==> src/rtl/ex_mem_stage.sv <==
// EX/MEM pipeline register: captures the executed instruction, resolves taken
// branches into a PC redirect, squashes the wrong-path instruction behind a
// taken branch, and exposes the MEM-stage result as an EX-to-EX forward source.
module ex_mem_stage #(
    parameter  int unsigned DATA_W = 8,
    parameter  int unsigned REG_AW = 5,
    localparam int unsigned CTRL_W = 5,
    localparam int unsigned CNT_W  = 8
) (
    input  logic              clk,
    input  logic              rst_n,
    input  logic              ex_valid,
    input  logic [DATA_W-1:0] alu_result,
    input  logic              alu_zero,
    input  logic [DATA_W-1:0] ex_store_data,
    input  logic [DATA_W-1:0] ex_branch_target,
    input  logic [REG_AW-1:0] ex_rd,
    input  logic [CTRL_W-1:0] ex_ctrl,
    input  logic              stall,
    input  logic              flush,
    output logic              mem_valid,
    output logic [DATA_W-1:0] mem_alu_result,
    output logic [DATA_W-1:0] mem_store_data,
    output logic [REG_AW-1:0] mem_rd,
    output logic [CTRL_W-1:0] mem_ctrl,
    output logic              pc_redirect,
    output logic [DATA_W-1:0] redirect_target,
    output logic              fwd_en,
    output logic [REG_AW-1:0] fwd_rd,
    output logic [DATA_W-1:0] fwd_data,
    output logic [CNT_W-1:0]  redirect_count
);

    // Control vector bit positions: {branch, mem_read, mem_write, reg_write, mem_to_reg}
    localparam int unsigned C_BRANCH    = 4;
    localparam int unsigned C_MEM_READ  = 3;
    localparam int unsigned C_REG_WRITE = 1;

    typedef enum logic [1:0] {
        ACT_CAPTURE = 2'd0,
        ACT_STALL   = 2'd1,
        ACT_SQUASH  = 2'd2,
        ACT_FLUSH   = 2'd3
    } action_t;

    action_t           action_c;
    logic              mem_zero;
    logic [DATA_W-1:0] mem_branch_target;

    // Select the single action for this edge: flush > stall > squash > capture
    always_comb begin
        action_c = ACT_CAPTURE;
        if (flush) begin
            action_c = ACT_FLUSH;
        end else if (stall) begin
            action_c = ACT_STALL;
        end else if (pc_redirect) begin
            action_c = ACT_SQUASH;
        end
    end

    // Valid/control registers; flush and squash both insert a bubble
    always_ff @(posedge clk or negedge rst_n) begin
        if (!rst_n) begin
            mem_valid <= 1'b0;
            mem_ctrl  <= '0;
        end else begin
            case (action_c)
                ACT_FLUSH, ACT_SQUASH: begin
                    mem_valid <= 1'b0;
                    mem_ctrl  <= '0;
                end
                ACT_CAPTURE: begin
                    mem_valid <= ex_valid;
                    mem_ctrl  <= ex_valid ? ex_ctrl : '0;
                end
                default: begin
                    mem_valid <= mem_valid;
                    mem_ctrl  <= mem_ctrl;
                end
            endcase
        end
    end

    // Data fields load only on capture; in a bubble their contents are ignored
    always_ff @(posedge clk or negedge rst_n) begin
        if (!rst_n) begin
            mem_alu_result    <= '0;
            mem_store_data    <= '0;
            mem_rd            <= '0;
            mem_zero          <= 1'b0;
            mem_branch_target <= '0;
        end else if (action_c == ACT_CAPTURE) begin
            mem_alu_result    <= alu_result;
            mem_store_data    <= ex_store_data;
            mem_rd            <= ex_rd;
            mem_zero          <= alu_zero;
            mem_branch_target <= ex_branch_target;
        end
    end

    // Saturating count of taken branches that leave the stage (flush still counts)
    always_ff @(posedge clk or negedge rst_n) begin
        if (!rst_n) begin
            redirect_count <= '0;
        end else if (pc_redirect && !stall && (redirect_count != '1)) begin
            redirect_count <= redirect_count + CNT_W'(1);
        end
    end

    // Branch resolution and forwarding, decoded from stage registers only
    always_comb begin
        pc_redirect     = mem_valid & mem_ctrl[C_BRANCH] & mem_zero;
        redirect_target = mem_branch_target;
        fwd_en          = mem_valid & mem_ctrl[C_REG_WRITE] & ~mem_ctrl[C_MEM_READ]
                          & (mem_rd != '0);
        fwd_rd          = mem_rd;
        fwd_data        = mem_alu_result;
    end

endmodule

==> config.mk <==
export PLATFORM = sky130hd
export DESIGN_NAME = ex_mem_stage
export DESIGN_NICKNAME = d
export VERILOG_FILES = /design/src/rtl/ex_mem_stage.sv
export SDC_FILE = /design/constraint.sdc
export NUM_CORES = 1
export LEC_CHECK = 0
export CORE_MARGIN = 5
export CORE_UTILIZATION = 36
export DETAILED_ROUTE_END_ITERATION = 10
export GPL_TIMING_DRIVEN = 1
export MAX_ROUTING_LAYER = met4
export PLACE_DENSITY = 0.76
export SYNTH_ARGS = -nofsm -noshare
export SYNTH_HDL_FRONTEND = slang
export SYNTH_SLANG_ARGS = --single-unit
==> constraint.sdc <==
create_clock -name clk -period 1.4 [get_ports clk]
set_clock_uncertainty 0.05 [all_clocks]
set_input_delay 0.21 -clock clk [delete_from_list [all_inputs] [get_ports clk]]
set_output_delay 0.21 -clock clk [all_outputs]
set_load 0.03 [all_outputs]
; ---- Word-level counts from Yosys, hierarchy flattened
; Cells that the tools add are included.
; Widths: inputs -> output; s select.
[word_totals]
ff_bits = 44
inputBits = 40
[classes]
addsub = 1
eq_ne = 3
n_mux = 6
bitwise = 6
reduce_logical = 7
[op_table]
columns = operator, count
row1 = $pmux 5 s2, 1
row2 = $add 8x1->8 const B, 1
row3 = $ne 8x8->1 const B, 1
row4 = $mux 2, 3
row5 = $and 1x1->1, 5
row6 = $mux 5, 1
row7 = $reduce_bool 5->1, 1
row8 = $eq 2x2->1 const B, 2
row9 = $logic_and 1x1->1, 2
row10 = $logic_not 2->1, 1
row11 = $pmux 1 s2, 1
row12 = $reduce_bool 2->1, 1
row13 = $reduce_or 2->1, 1
row14 = $logic_not 1->1, 1
row15 = $not 1->1, 1

; ---- Logic depth before layout (Yosys ltp)
; Gate-level depths: netlist of the first run.
[logic_depth]
word_depth = 8
mapped_depth = 6
ltp_nobuf = 4

; ---- Worst setup path after synthesis of the first run
; Ideal clock, no wire load.
[synth_path]
kind = reg-to-reg
from = register mem_valid
to = register mem_alu_result[0], in the netlist fwd_data[0]
arrival_time_ns = 1.582
required_ns = 1.225
setup_slack_ns = -0.357
path_stages_with_launch = 7
cell_sequence = dfrtp_1 -> nand3_4 -> inv_2 -> nor3_2 -> buf_6 -> buf_12 -> mux2_4
[synth_between]
elab_chain_len = 6
[synth_rtl]
columns = item, line
row1 = "start, declared", 21  ; output logic mem_valid,
row2 = "start signal, assigned", 74  ; mem_valid <= ex_valid;
row3 = "start signal, assigned", 78  ; mem_valid <= mem_valid;
row4 = $and 1x1->1 (2 in a row), 113  ; pc_redirect = mem_valid & mem_ctrl[C_BRANCH] & mem_zero;
row5 = named net pc_redirect, 26  ; output logic pc_redirect,
row6 = $mux 2, 57  ; end else if (pc_redirect) begin
row7 = $mux 2, 55  ; end else if (stall) begin
row8 = $mux 2, 53  ; if (flush) begin
row9 = $logic_not 2->1, 93  ; end else if (action_c == ACT_CAPTURE) begin
row10 = "end signal, assigned", 94  ; mem_alu_result <= alu_result;
row11 = "end, declared", 22  ; output logic [DATA_W-1:0] mem_alu_result,
; The timed path passes the listed nets, and every way through them passes these cells.
; A chain may end at the register's enable or synchronous reset.

; ---- Worst setup path after layout of the first run
[layout_path]
from = register mem_rd[3], in the netlist fwd_rd[3]
to = output port fwd_en
[layout_between]
elab_chain_len = 2
[layout_rtl]
columns = item, line
row1 = "start, declared", 24  ; output logic [REG_AW-1:0] mem_rd,
row2 = "start signal, assigned", 96  ; mem_rd <= ex_rd;
row3 = $reduce_bool 5->1, 116  ; & (mem_rd != '0);
row4 = $and 1x1->1, 116
row5 = "end, declared", 28  ; output logic fwd_en,
; No other way between the ends.

==> results of run 1 <==
==> worst max-delay path, cell delays in order, from the launching register on <==
cell	delay, ns
dfrtp_2	0.40
or4_4	0.55
nor2_4	0.10
nor3_2	0.04
buf_4	0.16
==> worst min-delay path by stage <==
| stage | from | to | slack, ns |
|---|---|---|---|
| finish | rst_n | fwd_data[0] | 0.33 |
| global placement | rst_n | fwd_data[0] | 0.11 |
| global route | rst_n | redirect_target[4] | 0.36 |
| detailed placement | rst_n | fwd_data[0] | 0.12 |
| CTS | rst_n | fwd_data[0] | 0.34 |
| floorplan | rst_n | fwd_data[0] | -0.14 |
==> layout make-up <==
cell class	instances	area, sq um
Fill cell	435	1880
Timing Repair Buffer	130	1330
Sequential cell	44	1110
Multi-Input combinational cell	81	908
Tap cell	72	90.1
Clock buffer	6	72.6
Clock inverter	2	35.0
Inverter	3	16.3
==> metrics by stage <==
step	hold WS, ns	cells
after global placement	0.113	319
final	0.330	338
after floorplan	-0.136	146
after global routing	0.363	338
after detailed placement	0.116	319
after CTS	0.335	337
==> sequential cells by signal (all words and copies together) (netlist names) <==
register and cells:
fwd_data 8, mem_valid 1, mem_zero 1, redirect_target 8, mem_ctrl 5, mem_store_data 8
fwd_rd 5, redirect_count 8
==> cell families after synthesis <==
family	after synthesis	share of synthesized area
DFF	44	0.553
muxes	33	0.205
and+or+nand+nor	30	0.0930
buffers and inverters	21	0.0779
AOI/OAI and AO/OA	14	0.0515
xor gates and xnor gates	3	0.0132
adders and majority gates	1	0.00628
==> layout by cell type, fill, tap and decap left out, types with 2 or more instances in the layout <==
master | Yosys | layout
a211oi_2 | 0 | 2
a32oi_1 | 5 | 5
buf_12 | 1 | 7
buf_16 | 0 | 3
buf_2 | 3 | 5
buf_4 | 13 | 20
buf_6 | 1 | 13
clkbuf_8 | 0 | 5
clkdlybuf4s15_1 | 0 | 10
clkdlybuf4s15_2 | 0 | 2
clkdlybuf4s50_1 | 0 | 38
dfrtp_1 | 44 | 33
dfrtp_2 | 0 | 11
dlygate4sd2_1 | 0 | 30
inv_1 | 2 | 2
mux2_4 | 10 | 32
nand2_1 | 5 | 5
nand3_1 | 3 | 3
nor2_1 | 8 | 7
nor3_2 | 1 | 2
nor3_4 | 0 | 2
o21ai_0 | 4 | 4
xor2_1 | 2 | 2
==> layer usage <==
metal | GRT usage | vias to the layer above | wire [microns]
met2 | 0.240 | 68 | 2490
met4 | 0.0259 | 0 | 15
met5 | - | - | 0
met3 | 0.0471 | 3 | 390
li1 | - | 747 | -
met1 | 0.209 | 778 | 2430
==> repair_timing <==
item	4_1_cts	5_1_grt
hold buffers	1	0
setup endpoints to repair	84	59
gates resized for setup	116	35
endpoints found under the hold margin	16	0
pin swaps	7	4
setup buffers	7	1
cloned	3	0
==> where the power goes <==
part / leakage, nW / total [mW] / internal [mW] / switching, mW
Sequential: 0.525 / 1.50 / 1.41 / 0.0883
Clock: 0.0552 / 0.957 / 0.530 / 0.427
Combinational: 1.06 / 1.24 / 0.600 / 0.642
==> impl_metrics.py, run 1 <==
metrics = {
    "grt": {
        "grt.overflow.total": 0,
        "grt_pass1_wl_microns": 8760,
        "grt_max_degree": 29,
        "grt_pass1_vias": 1775,
        "gr-usage-all-layers": 0.156,
        "antenna_found_initial": 0,
    },
    "worst_setup_path": {
        "regToRegStartpoint": "mem_zero",
        "worst_r2r_path_depth": 7,
        "start_kind": "flip-flop",
        "endpoint_kind": "primary output",
        "timing.rr.end": "redirect_target[3]",
        "cp_max_fo": 2,
        "setup.worst_path.end": "fwd_en",
        "worstSetupStartpoint": "fwd_rd[3]",
        "critPathRequiredTime_ns": 1.14,
        "regToRegSetupSlack_ns": -0.18,
        "path_class": "reg2out",
        "cp.arrival_ns": 1.54,
    },
    "floorplan": {
        "die_area_sq_mm": 0.00712,
        "coreArea_sq_mm": 0.00544,
        "rows": 27,
        "io_pins": 98,
        "die_h_microns": 84.4,
        "start_util": 0.366,
        "chipWidth_microns": 84.4,
    },
    "clock_network": {
        "h-tree-depth": 2,
        "numCtsBuffers": 5,
        "cts_sinks": 44,
        "path_clk_slew_ns": 0.08,
        "root_buffer": "clkbuf_8",
        "clock_path_buffers": 2,
        "cts_tree": "done",
        "clk-insertion-delay-late_ns": 0.29,
    },
    "power": {
        "vdd_ir_drop_max_mv": 0.712,
        "power.density_mw_per_mm2": 1040,
        "power_mw": 3.70,
        "power.leakage_nw": 1.64,
    },
    "yosys": {
        "synth_cell_types": 32,
        "synthTopCellsByCount": "dfrtp_1 (44), mux2_2 (23), buf_4 (13)",
        "synth.avg_cell_area_sq_um": 13.6,
        "syn_nets": 187,
        "synth_ff_type": "dfrtp_1",
        "async_flop_share": 1.00,
        "synth_largest_area_cell": "dfrtp_1",
        "synth-seq-area-share": 0.553,
        "synth.cell_area_sq_mm": 0.00199,
        "ys_ff_latch": 44,
        "synth_top_cells_by_area": "dfrtp_1 (55%), mux2_2 (13%), mux2_4 (7.5%)",
        "synth_edf_count": 0,
        "synth_cells": 146,
        "synth_most_common_cell": "dfrtp_1",
        "synth_warnings": 0,
        "synth_top_area_frac": 0.553,
    },
    "detailed_routing": {
        "via_count": 1596,
        "routedWlPerCell_microns": 15.8,
        "drtIter0Drc": 50,
        "wl_microns": 5320,
        "drt-pass1-iter-count": 4,
        "drc_errors": 0,
        "via_per_inst": 4.72,
        "ant_nets": 0,
    },
    "final_layout": {
        "final_util": 0.655,
        "drive_above_1_share": 0.444,
        "fin_area_sq_mm": 0.00356,
        "area_growth_pct": 78.8,
        "insertedDiodeCount": 0,
        "final_nets": 306,
    },
    "sta": {
        "setup_viol": 37,
        "drv_slew": 0,
        "timing.final.ws_setup_ns": -0.402,
        "fmax_mhz": 555,
        "fin_crit_sh": 1.29,
        "rsz0062_at_grt": "yes",
        "fin_tns_setup_ns": -3.94,
        "post-route-min-period_ns": 1.80,
        "worst-slew-pin-transition_ns": 0.412,
        "hold_viol": 0,
        "max_slew_margin": 0.725,
    },
    "place": {
        "io_buffers": 97,
        "placed_area_sq_mm": 0.00318,
        "dp.final_hpwl_microns": 3780,
        "place_ws_ns": -0.549,
        "gp_congestion": 0.827,
    },
    "worst_hold_path": {
        "hp-class": "in2async",
    },
    "run": {
        "maxCapViolCount": 0,
    },
    "status": {
        "run_status": "finished with violations",
        "violations": "negative setup slack",
    },
}
Note: power is estimated with default switching activity, not from simulation.
==> inputs of run 2 (changes only) <==
--- a/config.mk
+++ b/config.mk
@@ -11,6 +11,7 @@
 export GPL_TIMING_DRIVEN = 1
 export MAX_ROUTING_LAYER = met4
 export PLACE_DENSITY = 0.76
+export REMOVE_ABC_BUFFERS = 1
 export SYNTH_ARGS = -nofsm -noshare
 export SYNTH_HDL_FRONTEND = slang
 export SYNTH_SLANG_ARGS = --single-unit
==> impl_metrics.py, run 2 (same netlist as run 1, synthesis figures left out) <==
metrics = {
    "clock_network": {
        "h-tree-depth": 2,
        "cts_tree": "done",
        "path_clk_slew_ns": 0.09,
        "root_buffer": "clkbuf_8",
        "numCtsBuffers": 5,
        "clk-insertion-delay-late_ns": 0.29,
        "cts_sinks": 44,
        "clock_path_buffers": 2,
    },
    "power": {
        "clkPwrFrac": 0.231,
        "power.leakage_nw": 1.68,
        "swShare": 0.325,
        "vdd_ir_drop_max_mv": 0.718,
        "internal-power_mw": 2.40,
        "power.density_mw_per_mm2": 1010,
        "p_switching_mw": 1.16,
        "pwr-share-comb": 0.348,
        "p_seq_frac": 0.420,
    },
    "worst_setup_path": {
        "regToRegSetupSlack_ns": -0.17,
        "start_kind": "flip-flop",
        "endpoint_kind": "primary output",
        "cp_max_fo": 2,
        "cp.arrival_ns": 1.52,
        "critPathRequiredTime_ns": 1.14,
        "path_class": "reg2out",
    },
    "grt": {
        "gr-usage-all-layers": 0.159,
        "grt_pass1_wl_microns": 8710,
        "grt.overflow.total": 0,
        "antenna_found_initial": 0,
        "grt_pass1_vias": 1770,
        "grt_max_degree": 45,
    },
    "detailed_routing": {
        "drc_errors": 0,
        "ant_nets": 0,
        "drtIter0Drc": 58,
        "via_per_inst": 4.65,
        "drt-pass1-iter-count": 4,
        "via_count": 1609,
        "routedWlPerCell_microns": 16.2,
        "wl_microns": 5620,
    },
    "sta": {
        "fin_tns_setup_ns": -4.25,
        "post-route-min-period_ns": 1.78,
        "hold_viol": 0,
        "max_slew_margin": 0.780,
        "fin_crit_sh": 1.27,
        "setup_viol": 43,
        "drv_slew": 0,
        "timing.final.ws_setup_ns": -0.383,
        "rsz0062_at_grt": "yes",
        "worst-slew-pin-transition_ns": 0.332,
        "fmax_mhz": 561,
    },
    "final_layout": {
        "fin_area_sq_mm": 0.00352,
        "final_nets": 314,
        "final_common_cell": "dfrtp_1",
        "insertedDiodeCount": 0,
        "layout_common_cells": "dfrtp_1 (44), clkdlybuf4s50_1 (38), mux2_4 (32), dlygate4sd2_1 (32), buf_4 (28)",
        "area_growth_pct": 76.9,
        "drive_above_1_share": 0.409,
    },
    "place": {
        "dp.final_hpwl_microns": 3600,
        "gp_congestion": 0.801,
        "placed_area_sq_mm": 0.00314,
        "place_ws_ns": -0.487,
        "io_buffers": 97,
    },
    "floorplan": {
        "chipWidth_microns": 84.4,
        "rows": 27,
        "io_pins": 98,
        "die_area_sq_mm": 0.00712,
        "coreArea_sq_mm": 0.00544,
        "start_util": 0.366,
        "die_h_microns": 84.4,
    },
    "run": {
        "maxCapViolCount": 0,
    },
    "worst_hold_path": {
        "hp-class": "in2async",
    },
    "status": {
        "run_status": "finished with violations",
        "violations": "negative setup slack",
    },
}
==> run 2: area by class of cell <==
| type | count | area, sq um |
|---|---|---|
| sequential | 44 | 1100 |
| inverter | 3 | 13.8 |
| multi-input combinational | 81 | 883 |
| clock inverter | 1 | 7.51 |
| clock buffer | 7 | 86.3 |
| timing repair buffer | 138 | 1340 |
| tap | 72 | 90.1 |
| fill | 423 | 1920 |
==> run 2: metrics by stage <==
step                hold slack, ns   util  std cells  power (mW)
floorplan                   -0.136      -        128        2.10
global placement             0.158  0.576        325        2.74
detailed placement           0.157  0.576        325        2.76
CTS                          0.393  0.642        342        3.59
global route                 0.408  0.648        346        3.74
finish                       0.380  0.648        346        3.56
==> run 2: timing repair <==
action	CTS	global route
pin swaps	4	3
buffers inserted	6	4
setup endpoints to repair	91	50
hold endpoints to repair	44	0
resized for setup	130	20
hold buffers	1	0
gates cloned	3	0
==> run 2: worst paths after layout <==
path                                         from           endpoint  cells past startpoint
worst max-delay path                    fwd_rd[2]             fwd_en                      4
worst min-delay path                        rst_n        fwd_data[5]                      3
worst max register to register          mem_valid  redirect_count[7]                      6
min in group clk                mem_store_data[5]  mem_store_data[5]                      1
max in group asynchronous                   rst_n        mem_ctrl[3]                      3
worst min register to register  mem_store_data[5]  mem_store_data[5]                      1
==> run 2: routing by layer <==
| metal | routed length, microns | global-route usage | part of all wire | up-vias |
|---|---|---|---|---|
| li1 | - | - | - | 759 |
| met1 | 2440 | 0.196 | 0.43 | 787 |
| met2 | 2850 | 0.265 | 0.51 | 59 |
| met3 | 300 | 0.0432 | 0.053 | 4 |
| met4 | 35 | 0.0302 | 0.0062 | 0 |
| met5 | 0 | - | 0 | - |
==> run 2: critical path: stages, from the launching register on <==
cell and delay, ns:
dfrtp_1 0.38, or4_1 0.53, nor2_1 0.12, nor3_1 0.05, buf_4 0.16
==> run 2: power groups by stage <==
| stage | Sequential [mW] | Clock, mW | Combinational [mW] |
|---|---|---|---|
| 2_1_floorplan | 1.92 | 0 | 0.188 |
| 3_3_place_gp | 1.51 | 0 | 1.23 |
| 3_5_place_dp | 1.52 | 0 | 1.24 |
| 4_1_cts | 1.50 | 0.854 | 1.24 |
| 5_1_grt | 1.52 | 0.920 | 1.30 |
| 6_report | 1.50 | 0.824 | 1.24 |
